===== config.mk =====
export PLATFORM = sky130hd
export DESIGN_NAME = shifter_flat
export DESIGN_NICKNAME = d
export VERILOG_FILES = /design/src/rtl/shifter_if.sv /design/src/rtl/shifter.sv /design/src/flat_wrapper.sv
export SDC_FILE = /design/constraint.sdc
export NUM_CORES = 1
export LEC_CHECK = 0
export ABC_AREA = 1
export CAP_MARGIN = 20
export CORE_UTILIZATION = 25
export CTS_CLUSTER_DIAMETER = 100
export DETAILED_ROUTE_END_ITERATION = 10
export PLACE_DENSITY_LB_ADDON = 0.15
export SYNTH_ARGS = -nofsm -noshare
export SYNTH_HDL_FRONTEND = slang
export SYNTH_SLANG_ARGS = --single-unit

===== constraint.sdc =====
create_clock -name clk -period 2.3 [get_ports clk]
set_input_delay 0.345 -clock clk [delete_from_list [all_inputs] [get_ports clk]]
set_output_delay 0.345 -clock clk [all_outputs]
set_load 0.005 [all_outputs]

===== src/rtl/shifter_if.sv =====
// Operand/result bundle for the registered barrel shifter.
// The master drives operands; the slave returns the result.
interface shifter_if #(
    parameter int WIDTH = 16,
    parameter int SHW   = 4
);
    logic [WIDTH-1:0] in;
    logic [SHW-1:0]   shamt;
    logic [1:0]       op;
    logic             in_valid;
    logic [WIDTH-1:0] out;
    logic             out_valid;
    logic             zero;

    modport master (
        output in, shamt, op, in_valid,
        input  out, out_valid, zero
    );

    modport slave (
        input  in, shamt, op, in_valid,
        output out, out_valid, zero
    );
endinterface


===== src/rtl/shifter.sv =====
// Single-cycle registered log shifter: SLL, SRL, SRA, ROL.
// Four mux stages, stage k shifting by 2^k when shamt[k] is set.
module shifter #(
    parameter int WIDTH = 16,
    parameter int SHW   = 4
) (
    input logic      clk,
    input logic      reset,
    shifter_if.slave bus
);
    localparam logic [1:0] OP_SLL = 2'b00;
    localparam logic [1:0] OP_SRL = 2'b01;
    localparam logic [1:0] OP_SRA = 2'b10;
    localparam logic [1:0] OP_ROL = 2'b11;

    function automatic logic [WIDTH-1:0] stage_f(
        input logic [WIDTH-1:0] x,
        input logic [1:0]       op,
        input int unsigned      s
    );
        logic [WIDTH-1:0] r;
        r = x;
        unique case (op)
            OP_SLL: r = x << s;
            OP_SRL: r = x >> s;
            OP_SRA: r = WIDTH'($signed(x) >>> s);
            OP_ROL: r = (x << s) | (x >> (WIDTH - s));
        endcase
        return r;
    endfunction

    logic [WIDTH-1:0] out_d, out_q;
    logic             zero_d, zero_q;
    logic             valid_q;

    for (genvar k = 0; k < SHW; k++) begin : g_stage
        logic [WIDTH-1:0] src;
        logic [WIDTH-1:0] res;
        if (k == 0) begin : g_first
            assign src = bus.in;
        end else begin : g_next
            assign src = g_stage[k-1].res;
        end
        assign res = bus.shamt[k]
                   ? stage_f(src, bus.op, 2 ** k)
                   : src;
    end

    assign out_d  = g_stage[SHW-1].res;
    assign zero_d = (out_d == '0);

    // Result and flag hold across idle cycles; only valid drops.
    always_ff @(posedge clk) begin
        if (reset) begin
            out_q   <= '0;
            zero_q  <= 1'b0;
            valid_q <= 1'b0;
        end else begin
            valid_q <= bus.in_valid;
            if (bus.in_valid) begin
                out_q  <= out_d;
                zero_q <= zero_d;
            end
        end
    end

    assign bus.out       = out_q;
    assign bus.out_valid = valid_q;
    assign bus.zero      = zero_q;
endmodule


===== src/flat_wrapper.sv =====
// flat-port wrapper written by rule: the top's interface ports become plain ports
module shifter_flat 
#(
    parameter int WIDTH = 16,
    parameter int SHW   = 4
)
  (clk, reset, bus_in, bus_shamt, bus_op, bus_in_valid, bus_out, bus_out_valid, bus_zero);
  shifter_if #(.WIDTH(WIDTH), .SHW(SHW)) bus_i ();
  input logic clk;
  input logic reset;
  input wire logic [$bits(bus_i.in)-1:0] bus_in;
  input wire logic [$bits(bus_i.shamt)-1:0] bus_shamt;
  input wire logic [$bits(bus_i.op)-1:0] bus_op;
  input wire logic [$bits(bus_i.in_valid)-1:0] bus_in_valid;
  output wire logic [$bits(bus_i.out)-1:0] bus_out;
  output wire logic [$bits(bus_i.out_valid)-1:0] bus_out_valid;
  output wire logic [$bits(bus_i.zero)-1:0] bus_zero;
  assign bus_i.in = bus_in;
  assign bus_i.shamt = bus_shamt;
  assign bus_i.op = bus_op;
  assign bus_i.in_valid = bus_in_valid;
  assign bus_out = bus_i.out;
  assign bus_out_valid = bus_i.out_valid;
  assign bus_zero = bus_i.zero;
  shifter #(.WIDTH(WIDTH), .SHW(SHW)) u_core (.clk(clk), .reset(reset), .bus(bus_i));
endmodule

==> results_dict.tcl, run 1 <==
set metrics [dict create \
    hold_violations 0 \
    fin_util_pct 37.2 \
    die_w_um 95.1 \
    area_growth_pct 42.5 \
    drt-total-wl_um 7380 \
    synth.cell_area_um2 2170 \
    end_kind "register" \
    dp_hpwl_um 5960 \
    cts_buffers 3 \
    rsz0062_at_grt "no" \
    synthesis.nets 435 \
    start_util_pct 26.1 \
    clkTransAtPathRegs_ps 70 \
    nets 509 \
    drive_gt1_share_pct 20.1 \
    skew_ps 0 \
    wire_per_inst_um 12.5 \
    via_count 2846 \
    io_pins 43 \
    path_class "in -> reg" \
    start_kind "input port" \
    status "finished, final reports clean" \
    synth_cells 410 \
    die_h_um 95.1 \
    ys_ff_latch 18 \
    ctsLongestPathBuffers 2 \
    hold_buffers 0 \
    final_cells 588 \
    arrival_ps 2260 \
    worst_pin_slew_ps 493 \
    final_antenna_net_count 0 \
    grt_pass1_vias 2694 \
    grt_overflow 0 \
    synthDistinctLibCells 24 \
    port-buffer-count 42 \
    cts_tree "done" \
    slew_headroom_pct 67.1 \
    power_leakage_nw 1.59 \
    maxCapViolCount 0 \
    ir_drop_mv 0.180 \
    grt_start_max_net_pins 32 \
    place_inst 581 \
    yosysWarnings 0 \
    core_um2 8300 \
    grt_usage_pct 17.2 \
    insertion_delay_ps 250 \
    cts-root-buf "clkbuf_8" \
    crit_required_ps 2480 \
    drc 0 \
    ys_seq_area_share_pct 16.6 \
    drt-pass1-iter-count 6 \
    layout_min_cycle_time_ps 2080 \
    power_w 0.00126 \
    viasPerCell 4.84 \
    rows 33 \
    setup-violations-final 0 \
    nFillCells 923 \
    whs_ps 481 \
    drv_slew 0 \
    grt_pass1_wl_um 12500 \
    worstPathMaxFanout 3 \
    antenna_found_initial 0 \
    power_density_nw_per_um2 408 \
    fmax_mhz 480 \
    min_period_over_period_pct 90.5 \
    htreeDepth 1 \
    clock_sinks 18 \
    diodes 0 \
    syn_avg_cell_area_um2 5.29 \
    place.gp.congestion 0.863 \
    drt-initial-drc-count 177 \
    dieArea_um2 9050 \
    hold_path_class "reg -> reg" \
]
synthesized netlist by cell type:
cell | instances | area, µm²
nand2_1 | 164 | 616
nand3_1 | 99 | 495
inv_1 | 27 | 101
dfxtp_1 | 18 | 360
o21ai_0 | 13 | 65.1
nor2_1 | 11 | 41.3
or2_2 | 11 | 68.8
a21oi_1 | 10 | 50.1
o211ai_1 | 10 | 75.1
buf_2 | 9 | 45.0
clkbuf_1 | 9 | 33.8
nand2_2 | 8 | 50.1
nand3_2 | 4 | 40.0
buf_6 | 3 | 33.8
a21oi_2 | 2 | 17.5
buf_4 | 2 | 15.0
nand3b_1 | 2 | 15.0
o21ai_1 | 2 | 10.0
a21boi_1 | 1 | 7.51
a31oi_1 | 1 | 6.26
clkbuf_4 | 1 | 7.51
clkinv_1 | 1 | 3.75
inv_2 | 1 | 3.75
nand4_1 | 1 | 6.26
layout make-up:
type                       count  area [µm²]  share of cell area [%]
multi-input combinational    339        1620                    52.3
sequential                    18         360                    11.7
timing repair buffer          93         817                    26.4
tap                          105         131                    4.25
clock buffer                   4        55.1                    1.78
inverter                      29         109                    3.52
where the power goes:
group          total [W]  internal (W)  switching, W
clock           0.000253      0.000152      0.000101
sequential      0.000348      0.000336     0.0000113
combinational   0.000660      0.000300      0.000360
cell usage in the layout (no fill, tap or decap), types with 2 or more instances in the layout:
| cell type | n |
|---|---|
| or2_2 | 11 |
| nand2_1 | 157 |
| a21oi_1 | 9 |
| clkbuf_8 | 4 |
| nand2_2 | 13 |
| dfxtp_1 | 18 |
| nand3_1 | 95 |
| nand3_2 | 8 |
| a21oi_2 | 3 |
| clkbuf_2 | 2 |
| buf_6 | 3 |
| o21ai_1 | 3 |
| inv_2 | 2 |
| inv_1 | 26 |
| nor2_1 | 10 |
| clkdlybuf4s50_1 | 39 |
| buf_4 | 46 |
| o211ai_1 | 10 |
| nand3b_1 | 2 |
| o21ai_0 | 12 |
| nand2_4 | 2 |
final timing paths:
check,from,end,slack [ps],cells past startpoint
setup / recovery,bus_in[10],u_core.bus.zero,220,13
hold / removal,u_core.bus.out[5],u_core.bus.out[5],480,2
setup reg to reg,u_core.bus.out[0],u_core.bus.out[0],1650,4
hold reg to reg,u_core.bus.out[5],u_core.bus.out[5],480,2
layer usage:
metal | GRT usage (%) | part of all wire (%) | vias to the layer above
li1 | - | - | 1488
met1 | 24.5 | 49 | 1272
met2 | 27.7 | 45 | 76
met3 | 2.31 | 5.1 | 10
met4 | 2.78 | 1.1 | 0
met5 | 0 | 0 | -
sequential cells by signal, summed over array words and instances, names as in the netlist:
name                  cells
u_core.bus.out           16
u_core.bus.out_valid      1
u_core.bus.zero           1
per-stage QoR:
stage	setup slack, ps	area (µm²)	setup TNS [ps]
floorplan	488	2170	0
global placement	-492	2960	-4130
detailed placement	-496	2960	-4440
CTS	40.1	3040	0
global route	5.39	3090	0
finish	218	3090	0
repair_timing:
item                                    CTS  global route
pin swaps                                 2             4
resized for setup                        11            16
endpoints found under the setup margin    8            10
setup buffers                             1             1
gates cloned                              0             1
critical path: stages:
cell and delay, ps:
clkdlybuf4s50_1 450, or2_2 330, nand3_1 90, nand3_1 100, nand2_1 100, nand2_1 50, nand3_1 70, nand2_1 90
a21oi_2 210, nand2_1 90, nor2_2 100, nand4_1 100, a21oi_1 140
logic make-up (layout without fill, tap and decap cells):
group | count (synthesis) | after routing | synth area share, %
simple gates | 300 | 300 | 61.5
buf+inv | 53 | 126 | 11.3
compound gates | 39 | 39 | 10.7
flops | 18 | 18 | 16.6
Power figures use the tool's default switching activity.
==> run 2: changes to the inputs <==
- CORE_MARGIN: unset -> 2
==> results_dict.tcl, run 2 (same netlist as run 1, synthesis figures left out) <==
set metrics [dict create \
    cpMostUsedCell "nand3_1" \
    insertion_delay_ps 250 \
    drv_slew 0 \
    grt_start_max_net_pins 32 \
    start_kind "input port" \
    setup-violations-final 0 \
    nets 513 \
    fin_util_pct 37.8 \
    hold_start "u_core.bus.out[1]" \
    skew_ps 0 \
    area_growth_pct 44.6 \
    r2r_cells 4 \
    crit_required_ps 2490 \
    core_um2 8300 \
    drt-total-wl_um 7640 \
    hold_path_end "u_core.bus.out[1]" \
    nFillCells 936 \
    max_stage_delay_ps 410 \
    postPlaceCellArea_um2 3000 \
    via_count 2876 \
    arrival_ps 2260 \
    ctsLongestPathBuffers 2 \
    drive_gt1_share_pct 19.9 \
    worstPathMaxFanout 3 \
    grt_pass1_vias 2809 \
    grt_pass1_wl_um 13300 \
    path_class "in -> reg" \
    hold_path_class "reg -> reg" \
    stdcell_area_um2 3140 \
    htreeDepth 1 \
    p_int_w 0.000796 \
    comb_power_share_pct 52.8 \
    whs_ps 482 \
    viasPerCell 4.86 \
    switchingPower_w 0.000476 \
    start_util_pct 26.1 \
    cp_slowest_cell "clkdlybuf4s50_1" \
    rows 33 \
    hold_violations 0 \
    pre_cts_slack_ps -501 \
    cts_tree "done" \
    slew_headroom_pct 66.5 \
    seqPwrFrac_pct 27.3 \
    p_clk_share_pct 20.0 \
    dp_hpwl_um 6200 \
    power_leakage_nw 1.64 \
    critPathBufInv 2 \
    grt_usage_pct 16.5 \
    power_density_nw_per_um2 406 \
    min_period_over_period_pct 90.1 \
    maxCapViolCount 0 \
    use_met2_pct 27.4 \
    port-buffer-count 42 \
    layout_setup_ws_ps 227 \
    io_pins 43 \
    critPathTopFamily "simple AND/OR/NAND/NOR gates" \
    drt-pass1-iter-count 5 \
    final_cell_mix "nand2_1 (160), nand3_1 (96), buf_4 (51)" \
    final_common_cell "nand2_1" \
    largest_reg_flops 16 \
    hold_buffers 0 \
    die_w_um 97.1 \
    end_kind "register" \
    place_inst 586 \
    drc 0 \
    grt_overflow 0 \
    gr-usage-met1_pct 23.2 \
    startpoint "bus_in[4]" \
    die_h_um 97.1 \
    ir_drop_mv 0.163 \
    holdPathStages 2 \
    grtUsageMet3_pct 1.87 \
    worst_pin_slew_ps 502 \
    r2r-end "u_core.bus.out[0]" \
    final_antenna_net_count 0 \
    diodes 0 \
    fmax_mhz 482 \
    drt-initial-drc-count 166 \
    clkTransAtPathRegs_ps 70 \
    cts_buffers 3 \
    grt-busiest-layer "met2" \
    dieArea_um2 9430 \
    worstPathCellList "clkdlybuf4s50_1 -> buf_4 -> nand3_1 -> nand3_1 -> nand3_1 -> nand3_1 -> nand3_1 -> nand3_1 -> nand2_1 -> nand2_1 -> nand2_1 -> nand2_1 -> nor2_1 -> nand4_1 -> a21oi_1" \
    clock_sinks 18 \
    place.gp.congestion 0.892 \
    status "finished, final reports clean" \
    sw_frac_of_total_pct 37.4 \
    cts-root-buf "clkbuf_8" \
    rrSetupSlack_ps 1640 \
    reg2reg_from "u_core.bus.out[0]" \
    wire_per_inst_um 12.9 \
    layout_min_cycle_time_ps 2070 \
    antenna_found_initial 0 \
    final_cells 592 \
    rsz0062_at_grt "no" \
]
run 2: through the flow:
step / setup TNS [ps] / power [W]
finish: 0 / 0.00127
CTS: 0 / 0.00128
global placement: -4200 / 0.00100
floorplan: 0 / 0.000722
detailed placement: -4330 / 0.00100
global route: 0 / 0.00139
run 2: per-layer routing:
layer,up-vias,wire [µm],share of wire [%]
met5,-,0,0
met4,0,68,0.89
met3,8,353,4.6
met2,76,3500,46
met1,1300,3720,49
li1,1492,-,-
run 2: worst max-delay path by stage:
stage	endpoint	slack [ps]	cells past startpoint
after CTS	u_core.bus.zero	120	17
after floorplan	u_core.bus.zero	490	13
after global routing	u_core.bus.zero	9	16
after global placement	u_core.bus.zero	-500	17
final	u_core.bus.zero	230	15
after detailed placement	u_core.bus.zero	-500	17
run 2: power groups by stage:
stage | Combinational [W] | Sequential [W] | Clock [W]
floorplan | 0.000366 | 0.000356 | 0
global placement | 0.000650 | 0.000354 | 0
detailed placement | 0.000647 | 0.000355 | 0
CTS | 0.000666 | 0.000348 | 0.000268
global route | 0.000756 | 0.000350 | 0.000284
finish | 0.000671 | 0.000347 | 0.000254
run 2: timing repair:
action                     CTS  global route
pin swaps                    3             3
setup buffers                1             0
gates resized for setup     10            15
gates cloned                 1             0
setup endpoints to repair    6             5
run 2: area by class of cell:
cell class	instances	area (µm²)	area share [%]
repair buffers	97	868	27.7
multi-input cells	339	1610	51.4
well taps	105	131	4.19
clock buffers	4	55.1	1.76
inverters	29	109	3.47
flip-flops and latches	18	360	11.5
run 2: tightest hold or removal path, delay by kind of cell (launching register included):
family                 cells  cell delay (ps)
buffers and inverters      1               50
AO/OA/AOI/OAI              1               80
flip-flops                 1              330
==> run 3: changes to the inputs <==
- TNS_END_PERCENT: unset -> 100
==> results of run 3 <==
The final DEF is identical to that of run 2; final timing and power are the same.
==> variant, RTL diff (flow settings as in run 2) <==
`WIDTH` is set to 16 in 3 places; all go to 12.
--- a/src/rtl/shifter_if.sv
+++ b/src/rtl/shifter_if.sv
@@ -2,5 +2,5 @@
 // The master drives operands; the slave returns the result.
 interface shifter_if #(
-    parameter int WIDTH = 16,
+    parameter int WIDTH = 12,
     parameter int SHW   = 4
 );
--- a/src/rtl/shifter.sv
+++ b/src/rtl/shifter.sv
@@ -2,5 +2,5 @@
 // Four mux stages, stage k shifting by 2^k when shamt[k] is set.
 module shifter #(
-    parameter int WIDTH = 16,
+    parameter int WIDTH = 12,
     parameter int SHW   = 4
 ) (
--- a/src/flat_wrapper.sv
+++ b/src/flat_wrapper.sv
@@ -2,5 +2,5 @@
 module shifter_flat 
 #(
-    parameter int WIDTH = 16,
+    parameter int WIDTH = 12,
     parameter int SHW   = 4
 )
Interface: changed (resized bus_in and bus_out); port bits go from 43 to 35. The function was not compared with the original's and may differ.
==> variant against run 2 <==
- cell area decreased by 16%
- power down 17%
- clock power shrank 6%
- non-clock buffer count down 21
- routed wire length is 23% lower
- sequential cell count decreased by 4
- via count down 20%
- combinational power fell by 19%
- synthesized area decreased by 18%
- sequential share of layout area fell by 0.91 points
- cell count decreased by 18%
- first-iteration DRC count up 31%
- setup slack got worse by 16 ps
- critical path type unchanged
==> variant: results <==
[logic_synthesis]
synth_fa_ha_area_frac = 0
netlist_top_cells_count = 123 x nand2_1, 75 x nand3_1, 18 x inv_1
synth_compound_area_frac = 0.0952
synth.top_cells.by_area = nand2_1 26%, nand3_1 21%, dfxtp_1 16%, nand3_2 7.8%, inv_1 3.8%
syn_nets = 349
ys_types = 23
synth_mux_area_frac = 0
yosysSeqAreaShare = 0.157

[floorplan]
initial_utilization = 0.260

[placed_design]
post-place-ws_ps = -437
postPlaceCellArea_sq_um = 2460
dp_hpwl_um = 4770
gp_congestion = 0.872
port_buffers = 34

[worst_setup_path]
crit_path_max_incr_delay_ps = 470
r2r-start = u_core.bus.out[0]$_SDFFE_PP0P_
cp_max_fo = 3

[route]
wl_per_cell_um = 12.1
avgViaCountPerCell = 4.70
drt_iter0_drc = 217

[finish]
drive_gt1_frac = 0.266
final_nets = 413
n_antenna_cell = 0
largest_reg_flops = 12
n_fill_cell = 767

[sta]
skew_ps = 0
tightest_slew_ps = 427

[power]
p_leak_nw = 1.35
ir_drop_mv = 0.183

[clock_tree]
cts_max_level = 1
root_buffer = clkbuf_8

[status]
status = completed

[hold_path]
hold_start = u_core.bus.out[2]$_SDFFE_PP0P_

[grt]
grt_usage = 0.160
grt_start_max_net_pins = 24
first_global_vias = 2249
grt_first_pass_wirelength_um = 10100
antenna_found_initial = 0
-- variant: changes by cell type in the layout (fill, tap and decap cells not counted), moves of 3 or more --
cell	run 2	this run
inv_1	26	17
nand3_1	96	69
o21ai_0	13	10
buf_4	51	36
dfxtp_1	18	14
clkdlybuf4s50_1	37	31
nand2_1	160	117
nand3_2	7	20
nor2_2	0	3
o211ai_1	10	3
-- variant: layout make-up --
class,instances,area share
clock buffers,4,0.0208
repair buffers,76,0.263
multi-input cells,274,0.533
well taps,96,0.0453
inverters,23,0.0326
flip-flops and latches,14,0.106
-- variant: what timing repair did --
action	4_1_cts	5_1_grt
pin swaps	0	5
hold buffers	0	0
buffers inserted	0	3
resized for setup	11	20
gates cloned	0	2
endpoints found under the setup margin	3	2
-- variant: kinds of logic (layout without fill, tap and decap cells) --
logic type | after synthesis | in the layout
compound gates | 29 | 29
buf+inv | 40 | 103
flops | 14 | 14
simple gates | 245 | 245
-- variant: routing by layer --
layer  up-vias  track usage  wire length, um
li1       1200            -                -
met1      1044        0.229             2960
met2        44        0.265             2690
met3         2       0.0243              226
met4         0       0.0165               21
met5         -            0                0
-- variant: worst reg2reg max path: stages (launching register included) --
cell and delay (ps):
dfxtp_1 310, nor2_1 80, nor2_1 40, o21ai_0 70, inv_1 50
-- variant: metrics by stage --
| step | std cells | setup TNS (ps) | utilization |
|---|---|---|---|
| 2_1_floorplan | 328 | 0 | - |
| 3_3_place_gp | 478 | -2620 | 0.358 |
| 3_5_place_dp | 478 | -2640 | 0.358 |
| 4_1_cts | 482 | 0 | 0.370 |
| 5_1_grt | 487 | 0 | 0.386 |
| 6_report | 487 | 0 | 0.386 |
-- variant: worst paths after layout --
kind	endpoint	slack [ps]	depth (start not counted)
max	u_core.bus.zero$_SDFFE_PP0P_	210	13
min	u_core.bus.out[2]$_SDFFE_PP0P_	480	2
max reg2reg	u_core.bus.out[0]$_SDFFE_PP0P_	1650	4
min reg2reg	u_core.bus.out[2]$_SDFFE_PP0P_	480	2
-- variant: where the power goes --
group	switching, mW	leakage [nW]	internal, mW
clock network	0.0860	0.0288	0.152
logic	0.294	1.20	0.250
registers	0.00849	0.116	0.261
